[src/rtl/disp_scan_pkg.sv]
// Shared types and constants for the multiplexed seven-segment scan controller.
package disp_scan_pkg;

  typedef enum logic [1:0] {
    ST_ARB   = 2'd0,
    ST_SHOW  = 2'd1,
    ST_BLANK = 2'd2
  } scan_state_e;

  localparam int NDIG = 4;

  localparam logic [1:0] OWN_NONE = 2'd0;
  localparam logic [1:0] OWN_P0   = 2'd1;
  localparam logic [1:0] OWN_P1   = 2'd2;

  localparam int SHOW_CYC_DEF  = 11250;
  localparam int BLANK_CYC_DEF = 1250;
  localparam int HOLD_FR_DEF   = 250;

  // Digit k is a leading zero when it and every higher nibble is 0; digit 0 never is.
  function automatic logic lz_blank(input logic [15:0] f, input logic [1:0] k);
    logic z;
    z = 1'b1;
    for (int i = 0; i < NDIG; i++) begin
      if (i >= int'(k) && f[4*i +: 4] != 4'd0) z = 1'b0;
    end
    return z && (k != 2'd0);
  endfunction

endpackage

[src/rtl/disp_arb2.sv]
// Two-requester display arbiter: combinational next-owner choice plus the
// per-owner frame counter (held) that enforces the minimum hold time.
module disp_arb2
  import disp_scan_pkg::*;
#(
  parameter int HOLD_FR = HOLD_FR_DEF
) (
  input  logic       clk_sys,
  input  logic       rst,
  input  logic       arb_en,
  input  logic       req0,
  input  logic       req1,
  input  logic [1:0] owner,
  output logic [1:0] next_owner
);

  localparam int HW = $clog2(HOLD_FR + 1);
  localparam logic [HW-1:0] HOLD_MAX = HW'(HOLD_FR);

  logic [HW-1:0] held;
  logic [HW-1:0] held_inc;
  logic          own_req;
  logic          oth_req;
  logic [1:0]    oth;

  // The frame that just ended counts toward the owner's hold before deciding.
  always_comb begin
    held_inc   = (held >= HOLD_MAX) ? held : held + 1'b1;
    own_req    = (owner == OWN_P0) ? req0 : req1;
    oth_req    = (owner == OWN_P0) ? req1 : req0;
    oth        = (owner == OWN_P0) ? OWN_P1 : OWN_P0;
    next_owner = OWN_NONE;
    if (owner == OWN_NONE)
      next_owner = req1 ? OWN_P1 : (req0 ? OWN_P0 : OWN_NONE);
    else if (!own_req)
      next_owner = oth_req ? oth : OWN_NONE;
    else if (oth_req && held_inc >= HOLD_MAX)
      next_owner = oth;
    else
      next_owner = owner;
  end

  always_ff @(posedge clk_sys) begin
    if (rst)
      held <= '0;
    else if (arb_en)
      held <= (next_owner == owner && owner != OWN_NONE) ? held_inc : '0;
  end

endmodule

[src/rtl/disp_scan_ctrl.sv]
// Scan controller for the shared 4-digit seven-segment display with a two-port arbiter.
// Optional build macro: DISP_LZ_BLANK_EN enables leading-zero suppression.
module disp_scan_ctrl
  import disp_scan_pkg::*;
#(
  parameter int SHOW_CYC  = SHOW_CYC_DEF,
  parameter int BLANK_CYC = BLANK_CYC_DEF,
  parameter int HOLD_FR   = HOLD_FR_DEF
) (
  input  logic        clk_sys,
  input  logic        rst,
  input  logic        req0,
  input  logic        req1,
  input  logic [15:0] data0,
  input  logic [15:0] data1,
  output logic        gnt0,
  output logic        gnt1,
  output logic [1:0]  dig_sel,
  output logic [3:0]  dig_val,
  output logic        blank,
  output logic        frame_done,
  output logic [1:0]  dbg_state
);

`ifdef DISP_LZ_BLANK_EN
  localparam bit LZ_EN = 1'b1;
`else
  localparam bit LZ_EN = 1'b0;
`endif

  localparam int SW = $clog2(SHOW_CYC + 1);
  localparam int BW = $clog2(BLANK_CYC + 1);
  localparam int CW = (SW > BW) ? SW : BW;
  localparam logic [CW-1:0] SHOW_LAST  = CW'(SHOW_CYC - 1);
  localparam logic [CW-1:0] BLANK_LAST = CW'(BLANK_CYC - 1);

  scan_state_e   state;
  logic [CW-1:0] cnt;
  logic [1:0]    owner;
  logic [1:0]    next_owner;
  logic [15:0]   frame_reg;
  logic [15:0]   snap;
  logic [1:0]    sel_nxt;

  function automatic logic [3:0] nib(input logic [15:0] f, input logic [1:0] k);
    return f[{k, 2'b00} +: 4];
  endfunction

  function automatic logic lit_blank(input logic [1:0] own, input logic [15:0] f,
                                     input logic [1:0] k);
    return (own == OWN_NONE) || (LZ_EN && lz_blank(f, k));
  endfunction

  // req/gnt: a requester holds req while it wants the display; gnt changes only
  // at frame boundaries, so a dropped req keeps its grant until the frame ends.
  disp_arb2 #(.HOLD_FR(HOLD_FR)) u_arb (
    .clk_sys    (clk_sys),
    .rst        (rst),
    .arb_en     (state == ST_ARB),
    .req0       (req0),
    .req1       (req1),
    .owner      (owner),
    .next_owner (next_owner)
  );

  always_comb begin
    snap = 16'h0;
    if (next_owner == OWN_P0)      snap = data0;
    else if (next_owner == OWN_P1) snap = data1;
  end

  assign sel_nxt   = dig_sel + 2'd1;
  assign dbg_state = state;

  always_ff @(posedge clk_sys) begin
    if (rst) begin
      state      <= ST_ARB;
      cnt        <= '0;
      owner      <= OWN_NONE;
      frame_reg  <= 16'h0;
      gnt0       <= 1'b0;
      gnt1       <= 1'b0;
      dig_sel    <= 2'd0;
      dig_val    <= 4'd0;
      blank      <= 1'b1;
      frame_done <= 1'b0;
    end else begin
      frame_done <= 1'b0;
      case (state)
        ST_ARB: begin
          owner     <= next_owner;
          gnt0      <= (next_owner == OWN_P0);
          gnt1      <= (next_owner == OWN_P1);
          frame_reg <= snap;
          dig_sel   <= 2'd0;
          dig_val   <= nib(snap, 2'd0);
          blank     <= lit_blank(next_owner, snap, 2'd0);
          cnt       <= '0;
          state     <= ST_SHOW;
        end
        ST_SHOW: begin
          if (cnt == SHOW_LAST) begin
            cnt   <= '0;
            blank <= 1'b1;
            state <= ST_BLANK;
          end else begin
            cnt <= cnt + 1'b1;
          end
        end
        ST_BLANK: begin
          if (cnt == BLANK_LAST) begin
            cnt <= '0;
            if (dig_sel == 2'(NDIG - 1)) begin
              dig_val    <= 4'd0;
              blank      <= 1'b1;
              frame_done <= 1'b1;
              state      <= ST_ARB;
            end else begin
              dig_sel <= sel_nxt;
              dig_val <= nib(frame_reg, sel_nxt);
              blank   <= lit_blank(owner, frame_reg, sel_nxt);
              state   <= ST_SHOW;
            end
          end else begin
            cnt <= cnt + 1'b1;
          end
        end
        default: state <= ST_ARB;
      endcase
    end
  end

endmodule

[config.mk]
export PLATFORM = sky130hd
export DESIGN_NAME = disp_scan_ctrl
export DESIGN_NICKNAME = d
export VERILOG_FILES = /design/src/rtl/disp_scan_pkg.sv /design/src/rtl/disp_arb2.sv /design/src/rtl/disp_scan_ctrl.sv
export SDC_FILE = /design/constraint.sdc
export NUM_CORES = 1
export LEC_CHECK = 0
export CORE_MARGIN = 2
export CORE_UTILIZATION = 55
export CTS_CLUSTER_SIZE = 14
export DETAILED_ROUTE_END_ITERATION = 6
export GPL_TIMING_DRIVEN = 0
export PLACE_DENSITY_LB_ADDON = 0.3
export SKIP_CTS_REPAIR_TIMING = 1
export SLEW_MARGIN = 15
export SYNTH_ARGS = -nofsm -noshare
export SYNTH_HDL_FRONTEND = slang
export SYNTH_SLANG_ARGS = --single-unit
[constraint.sdc]
create_clock -name clk_sys -period 5.3 [get_ports clk_sys]
set_input_delay 0.53 -clock clk_sys [delete_from_list [all_inputs] [get_ports clk_sys]]
set_output_delay 0.53 -clock clk_sys [all_outputs]
set_load 0.1 [all_outputs]
==> out/metrics.cfg, run 1 <==
[drt]
wl_per_cell_um=15.71
ant_nets=0
vias_per_cell=6.051
first_pass_iters=4
drtIter0Drc=188
wirelength_um=7040
vias=2711
drc_errors=0

[global_routing]
grt_pass1_vias=2519
antenna_found_initial=0
grt.total_usage_pct=24.78
grt_overflow_total=0
grt_max_degree=17
grt_pass1_wl_um=11840

[clock_network]
clock_path_buffers=2
root_buffer=clkbuf_8
cts_buffers=5
cts.sinks=52
clkSlewWorstSetupHoldPaths_ns=0.10
htree_levels=2
clk_latency_ns=0.31
tritoncts=built

[critical_path]
path_max_fanout=10
crit_path_end_kind=register
cp-start-kind=register
worstPathArrival_ns=2.92
crit_type=register to register
required_ns=5.56

[run]
maxCapViolCount=0

[logic_synthesis]
yosys_warnings=0
synth_area_per_cell_sq_um=8.959
synth-seq-area-share_pct=35.86
synth_edf_count=0
netlist_area_sq_um=2903
ys_seq_elements=52
async_flop_share_pct=0
synth_top_area_share_pct=35.86
ys_types=62
synthCells=324
synth_area_leaders=dfxtp_1 (36%), nor2_1 (4.9%), ha_1 (3.9%)
synth_nets=369
synth_area_leader_cell=dfxtp_1
synth_flop_cell=dfxtp_1

[place]
gp_congestion=0.8729
portBuffers=46
dp.cells=440
dpl.hpwl_um=5107
dp_slack_ns=2.667

[worst_hold_path]
holdCritPathClass=register to register

[sta]
rsz0062_at_grt=false
holdWs_ns=0.4965
period_share_pct=50.30
fin_skew_ns=0.006832
slew_headroom_pct=34.85
drv_slew=0
fmax_ghz=0.3751
tns_ns=0
finalSetupViolations=0
fin_crit_ns=2.666
tightest_slew_ns=0.9742
fin_ws_ns=2.634
finalHoldViolCount=0

[layout]
layout-drive-gt1-share_pct=7.937
largest_reg_flops=16
nNetsFinal=422
final_cell_mix=dfxtp_1 (52), clkdlybuf4s50_1 (46), nor2_1 (38)
antenna_cells=0
layout_commonest_cell=dfxtp_1
stdcell_count=448
multi_input_area_sq_um=1739
final_util_pct=69.94
area_growth_pct=23.06
fillers=426
regArea_sq_um=1041

[floorplanning]
fp.dieW_um=76.65
start_util_pct=56.83
rows=26
design.die.area_sq_um=5875
dieHeight_um=76.65
io_pins=48
coreArea_sq_um=5107

[power_and_ir_drop]
p_leak_nw=1.295
powerDensity_nw_per_um2=263.1
vdd_drop_max_mv=0.1938

[status]
status=completed

-- worst max-delay path, cell delays in order, from the launching register on --
cell	delay (ns)
dfxtp_1	0.39
inv_1	0.08
ha_1	0.34
o211ai_1	0.17
a2bb2oi_1	0.13
o31ai_4	0.51
a41oi_1	0.25
a211oi_2	0.34
buf_4	0.23
a221o_1	0.17
-- where the power goes --
group	internal [mW]	switching [mW]	total [mW]
Combinational	0.0808	0.133	0.214
Clock	0.155	0.140	0.295
Sequential	0.415	0.0166	0.432
-- kinds of logic after synthesis --
group | count (synthesis) | synth area share [%]
fa+ha+maj | 9 | 3.879
simple gates | 111 | 19.87
compound gates | 105 | 27.76
flops | 52 | 35.86
buf+inv | 26 | 4.224
xor+xnor | 14 | 4.224
mux | 7 | 4.181
-- worst paths after layout --
kind                      start      endpoint  slack (ns)  cells after the start
hold reg to reg            gnt1          gnt1        0.50                      2
hold / removal             gnt1          gnt1        0.50                      2
setup / recovery  u_arb.held[0]  frame_reg[6]        2.63                      9
setup reg to reg  u_arb.held[0]  frame_reg[6]        2.63                      9
-- synth_stat cells (5+ instances only) --
library cell / number
xnor2_1: 5
ha_1: 9
clkbuf_1: 10
nand4_1: 7
xor2_1: 9
a311oi_1: 9
dfxtp_1: 52
and2_1: 15
inv_1: 10
nand3_1: 7
nor2_1: 38
nand2_1: 19
a31oi_1: 5
o21ai_0: 19
a21oi_1: 15
o211ai_1: 12
a221o_1: 11
-- layout make-up --
cell class,count,share of cell area [%]
plain buffers,16,2.382
clock buffers,6,2.312
clock inverters,2,1.086
inverters,10,1.051
multi-input cells,246,48.69
flip-flops and latches,52,29.14
well taps,70,2.452
repair buffers,46,12.89
-- layer usage --
| layer | vias to the layer above | wire length [um] | global-route usage (%) |
|---|---|---|---|
| met5 | - | 0 | 0 |
| met4 | 0 | 160 | 9.455 |
| met3 | 13 | 421 | 5.059 |
| met2 | 108 | 3251 | 39.38 |
| met1 | 1261 | 3207 | 33.33 |
| li1 | 1329 | - | - |
-- per-stage QoR --
step | instance area [sq um] | power (mW)
6_report | 3572 | 0.9399
3_5_place_dp | 3451 | 0.6513
2_1_floorplan | 2903 | 0.5807
4_1_cts | 3572 | 0.9399
3_3_place_gp | 3451 | 0.6478
5_1_grt | 3572 | 0.9720
Note: power is estimated with default switching activity, not from simulation.
==> inputs of run 2 (changes only) <==
--- a/config.mk
+++ b/config.mk
@@ -6,7 +6,7 @@
 export NUM_CORES = 1
 export LEC_CHECK = 0
 export CORE_MARGIN = 2
-export CORE_UTILIZATION = 55
+export CORE_UTILIZATION = 53
 export CTS_CLUSTER_SIZE = 14
 export DETAILED_ROUTE_END_ITERATION = 6
 export GPL_TIMING_DRIVEN = 0
==> constraint.sdc (replaced) <==
create_clock -name clk_sys -period 2.6 [get_ports clk_sys]
set_input_delay 0.26 -clock clk_sys [delete_from_list [all_inputs] [get_ports clk_sys]]
set_output_delay 0.26 -clock clk_sys [all_outputs]
set_load 0.1 [all_outputs]
==> out/metrics.cfg, run 2 (synthesis gave the netlist of run 1 again) <==
[status]
status=completed  ; unchanged

[critical_path]
worstPathArrival_ns=2.72  ; was 2.92 ns
crit_path_end_kind=register  ; unchanged
required_ns=2.86  ; was 5.56 ns
slowest_stage=o31a_1  ; was o31ai_4
crit_buf_inv=2  ; unchanged
worstPathCellList=inv_1 -> ha_4 -> o211ai_1 -> a2bb2oi_2 -> o31a_1 -> o21ai_4 -> o2111a_1 -> buf_6 -> a221o_1  ; was inv_1 -> ha_1 -> o211ai_1 -> a2bb2oi_1 -> o31ai_4 -> a41oi_1 -> a211oi_2 -> buf_4 -> a221o_1
path_max_fanout=10  ; unchanged
cp.depth=9  ; unchanged
cp-start-kind=register  ; unchanged
ff2ff_path_depth=9  ; unchanged
r2r_setup_slack_ns=0.14  ; was 2.63 ns
crit_family=compound AO/OA/AOI/OAI gates  ; unchanged
cpPeakStageDelay_ns=0.39  ; was 0.51 ns
crit_type=register to register  ; unchanged

[sta]
finalHoldViolCount=0  ; unchanged
tns_ns=0  ; unchanged
period_share_pct=94.72  ; was 50.30%
fin_ws_ns=0.1373  ; was 2.634 ns
tightest_slew_ns=0.9766  ; was 0.9742 ns
fmax_ghz=0.4061  ; was 0.3751 GHz
finalSetupViolations=0  ; unchanged
fin_crit_ns=2.463  ; was 2.666 ns
rsz0062_at_grt=false  ; unchanged
fin_skew_ns=0.005355  ; was 0.006832 ns
drv_slew=0  ; unchanged
slew_headroom_pct=34.69  ; was 34.85%

[clock_network]
clk_latency_ns=0.31  ; about the same
htree_levels=2  ; unchanged
cts.sinks=52  ; unchanged
cts_buffers=5  ; unchanged
clkSlewWorstSetupHoldPaths_ns=0.10  ; about the same
root_buffer=clkbuf_8  ; unchanged
tritoncts=built  ; unchanged
clock_path_buffers=2  ; unchanged

[place]
place_area_sq_um=3451  ; unchanged
portBuffers=46  ; unchanged
dp_slack_ns=-0.03544  ; was 2.667 ns
dpl.hpwl_um=5152  ; was 5107 um
gp_congestion=0.8949  ; was 0.8729

[layout]
finalInstanceArea_sq_um=3643  ; was 3572 sq um
layout_commonest_cell=dfxtp_1  ; unchanged
nNetsFinal=425  ; was 422
area_growth_pct=25.52  ; was 23.06%
final_util_pct=70.00  ; was 69.94%
antenna_cells=0  ; unchanged
layout-drive-gt1-share_pct=11.02  ; was 7.937%
final_cell_mix=dfxtp_1 (50), clkdlybuf4s50_1 (46), nor2_1 (38)  ; was dfxtp_1 (52), clkdlybuf4s50_1 (46), nor2_1 (38)
largest_reg_flops=16  ; unchanged

[floorplanning]
fp.dieW_um=78.01  ; was 76.65 um
dieHeight_um=78.01  ; was 76.65 um
design.die.area_sq_um=6085  ; was 5875 sq um
rows=26  ; unchanged
io_pins=48  ; unchanged
coreArea_sq_um=5205  ; was 5107 sq um
start_util_pct=55.77  ; was 56.83%

[power_and_ir_drop]
intPower_mw=1.301  ; was 0.6505 mW
powerDensity_nw_per_um2=519.7  ; was 263.1 nW/um^2
swShare_pct=31.31  ; was 30.79%
pwr-share-comb_pct=23.2  ; was 22.7%
switchingPower_mw=0.5928  ; was 0.2894 mW
seqPwrFrac_pct=46.5  ; was 45.9%
power_frac_clock_pct=30.3  ; was 31.3%
p_leak_nw=1.304  ; was 1.295 nW
vdd_drop_max_mv=0.3889  ; was 0.1938 mV

[drt]
drtIter0Drc=156  ; was 188
drc_errors=0  ; unchanged
ant_nets=0  ; unchanged
vias=2749  ; was 2711
vias_per_cell=6.095  ; was 6.051
wl_per_cell_um=15.67  ; was 15.71 um
first_pass_iters=4  ; unchanged
wirelength_um=7065  ; was 7040 um

[global_routing]
grt_overflow_total=0  ; unchanged
grt_max_degree=17  ; unchanged
grt_pass1_wl_um=11780  ; was 11840 um
antenna_found_initial=0  ; unchanged
grt.total_usage_pct=23.97  ; was 24.78%
grt_pass1_vias=2560  ; was 2519

[run]
maxCapViolCount=0  ; unchanged

[worst_hold_path]
min_path_cells=3  ; was 2
holdCritPathClass=input port to register  ; was register to register

run 2: metrics by stage:
step | instances | hold WS [ns] | total power, mW
2_1_floorplan | 324 | 0.3978 | 1.184
3_3_place_gp | 440 | 0.4749 | 1.321
3_5_place_dp | 440 | 0.4830 | 1.328
4_1_cts | 448 | 0.3315 | 1.888
5_1_grt | 451 | 0.3917 | 1.964
6_report | 451 | 0.3511 | 1.893
run 2: power groups by stage:
stage	Combinational, mW	Sequential, mW	Clock, mW
final	0.440	0.881	0.573
after global routing	0.472	0.887	0.605
after CTS	0.432	0.879	0.577
after detailed placement	0.431	0.897	0
after global placement	0.425	0.896	0
after floorplan	0.185	0.999	0
run 2: final cells by class:
type / count / area, sq um
Buffer: 16 / 85.08
Timing Repair Buffer: 49 / 495.5
Clock buffer: 5 / 68.82
Inverter: 10 / 37.54
Tap cell: 70 / 87.58
Fill cell: 435 / 1562
Clock inverter: 3 / 42.54
Sequential cell: 52 / 1044
Multi-Input combinational cell: 246 / 1783
run 2: path summary, 6_finish.rpt:
kind	end	from
setup reg to reg	frame_reg[10]	u_arb.held[0]
hold reg to reg	gnt0	gnt0
setup / recovery	frame_reg[10]	u_arb.held[0]
hold / removal	owner[0]	req0
run 2: tightest hold or removal path, stage by stage:
cell and delay [ns]:
clkbuf_1 0.18, nand2_1 0.11, a311oi_1 0.08
run 2: per-layer routing:
metal | vias to the layer above | GRT usage, % | wire (um)
met5 | - | 0 | 0
met4 | 0 | 5.965 | 90
met3 | 13 | 4.186 | 479
met2 | 119 | 38.71 | 3281
met1 | 1280 | 33.36 | 3214
li1 | 1337 | - | -
==> inputs of run 3 (changes only) <==
--- a/config.mk
+++ b/config.mk
@@ -11,6 +11,7 @@
 export DETAILED_ROUTE_END_ITERATION = 6
 export GPL_TIMING_DRIVEN = 0
 export PLACE_DENSITY_LB_ADDON = 0.3
+export SETUP_SLACK_MARGIN = 0.1
 export SKIP_CTS_REPAIR_TIMING = 1
 export SLEW_MARGIN = 15
 export SYNTH_ARGS = -nofsm -noshare
==> out/metrics.cfg, run 3 (synthesis gave the netlist of run 1 again) <==
[drt]
vias_per_cell=6.152  ; was 6.095
wirelength_um=7466  ; was 7065 um
drc_errors=0  ; unchanged
wl_per_cell_um=16.41  ; was 15.67 um
drtIter0Drc=179  ; was 156
first_pass_iters=5  ; was 4
vias=2799  ; was 2749
ant_nets=0  ; unchanged

[global_routing]
grt_pass1_wl_um=11640  ; was 11780 um
grt.total_usage_pct=23.80  ; was 23.97%
grt_max_degree=17  ; unchanged
antenna_found_initial=0  ; unchanged
grt_overflow_total=0  ; unchanged
grt_pass1_vias=2525  ; was 2560

[critical_path]
required_ns=2.81  ; was 2.86 ns
cpMostUsedCell=buf_6
worstPathCellList=inv_2 -> ha_4 -> o211ai_1 -> a2bb2oi_2 -> o31ai_4 -> buf_6 -> nand2_4 -> o2111a_1 -> buf_6 -> a221o_1  ; was inv_1 -> ha_4 -> o211ai_1 -> a2bb2oi_2 -> o31a_1 -> o21ai_4 -> o2111a_1 -> buf_6 -> a221o_1
crit_buf_inv=3  ; was 2
path_max_fanout=10  ; unchanged
cp-start-kind=register  ; unchanged
crit_path_end_kind=register  ; unchanged
crit_family=compound AO/OA/AOI/OAI gates  ; unchanged
worstPathArrival_ns=2.72  ; about the same
crit_type=register to register  ; unchanged
slowest_stage=dfxtp_2  ; was o31a_1
cpPeakStageDelay_ns=0.40  ; was 0.39 ns

[sta]
period_share_pct=96.65  ; was 94.72%
fmax_ghz=0.3979  ; was 0.4061 GHz
slew_headroom_pct=34.16  ; was 34.69%
fin_crit_ns=2.513  ; was 2.463 ns
finalHoldViolCount=0  ; unchanged
drv_slew=0  ; unchanged
rsz0062_at_grt=false  ; unchanged
tightest_slew_ns=0.9845  ; was 0.9766 ns
finalSetupViolations=0  ; unchanged
holdWs_ns=0.3357  ; was 0.3511 ns
fin_skew_ns=0.005124  ; was 0.005355 ns

[layout]
area_growth_pct=27.20  ; was 25.52%
final_cell_mix=dfxtp_1 (46), clkdlybuf4s50_1 (46), nor2_1 (38)  ; was dfxtp_1 (50), clkdlybuf4s50_1 (46), nor2_1 (38)
regArea_sq_um=1051  ; was 1044 sq um
antenna_cells=0  ; unchanged
final_util_pct=70.94  ; was 70.00%
nNetsFinal=429  ; was 425
fillers=423  ; was 435
layout-drive-gt1-share_pct=13.77  ; was 11.02%
largest_reg_flops=16  ; unchanged
multi_input_area_sq_um=1824  ; was 1783 sq um

[clock_network]
htree_levels=2  ; unchanged
clkSlewWorstSetupHoldPaths_ns=0.10  ; about the same
cts_buffers=5  ; unchanged
root_buffer=clkbuf_8  ; unchanged
tritoncts=built  ; unchanged
clk_latency_ns=0.31  ; about the same
cts.sinks=52  ; unchanged
clock_path_buffers=2  ; unchanged

[place]
gp_congestion=0.8635  ; was 0.8949
dpl.hpwl_um=5136  ; was 5152 um
portBuffers=46  ; unchanged

[power_and_ir_drop]
p_leak_nw=1.309  ; was 1.304 nW
powerDensity_nw_per_um2=496.9  ; was 519.7 nW/um^2
vdd_drop_max_mv=0.3872  ; was 0.3889 mV
p_total_mw=1.835  ; was 1.893 mW

[worst_hold_path]
holdCritPathClass=input port to register  ; unchanged

[status]
status=completed  ; unchanged

[run]
maxCapViolCount=0  ; unchanged

[floorplanning]
dieHeight_um=78.01  ; unchanged
coreArea_sq_um=5205  ; unchanged
rows=26  ; unchanged
fp.dieW_um=78.01  ; unchanged
start_util_pct=55.77  ; unchanged
design.die.area_sq_um=6085  ; unchanged
io_pins=48  ; unchanged

[run 3: cell count changes in the layout (fill, tap and decap cells not counted), sizes merged]
cell      before  now
clkinv         1    0
o21ai         22   23
clkinvlp       1    2
bufinv         1    0
buf            9   12
clkbuf        15   16
[run 3: path summary, 6_finish.rpt]
check / from / cells after the start / slack, ns / to
max: u_arb.held[0] / 10 / 0.09 / frame_reg[8]
min reg2reg: gnt1 / 2 / 0.51 / gnt1
max reg2reg: u_arb.held[0] / 10 / 0.09 / frame_reg[8]
min: req0 / 3 / 0.34 / owner[0]
[run 3: where the power goes]
part	total (mW)	switching [mW]	leakage (nW)	internal [mW]
clock network	0.504	0.288	0.0434	0.216
logic	0.447	0.275	0.838	0.173
registers	0.883	0.0368	0.428	0.846
total	1.83	0.600	1.31	1.23
[run 3: stage by stage]
| stage | setup WS (ns) | setup TNS, ns | cell area (sq um) | std cells |
|---|---|---|---|---|
| after detailed placement | -0.04661 | -0.2934 | 3453 | 440 |
| after global routing | 0.04314 | 0 | 3692 | 455 |
| final | 0.08708 | 0 | 3692 | 455 |
| after global placement | 0.01822 | 0 | 3453 | 440 |
| after floorplan | 0.1362 | 0 | 2905 | 324 |
| after CTS | -0.08330 | -0.6812 | 3551 | 448 |
[run 3: worst reg2reg max path: stages, from the launching register on]
cell and delay [ns]:
dfxtp_2 0.40, inv_2 0.08, ha_4 0.26, o211ai_1 0.27, a2bb2oi_2 0.13, o31ai_4 0.25, buf_6 0.17, nand2_4 0.10
o2111a_1 0.30, buf_6 0.15, a221o_1 0.30
[run 3: area by class of cell]
cell class	count	share of cell area [%]
well taps	70	2.372
clock buffers	6	2.237
multi-input cells	247	49.41
repair buffers	52	13.79
clock inverters	2	0.4066
plain buffers	16	2.304
flip-flops and latches	52	28.46
inverters	10	1.017
[run 3: routing by layer]
layer | vias to the layer above | wire, um | global-route usage, %
met4 | 0 | 81 | 6.842
met1 | 1327 | 3442 | 32.47
met2 | 113 | 3499 | 38.10
li1 | 1351 | - | -
met3 | 8 | 443 | 5.116
met5 | - | 0 | 0
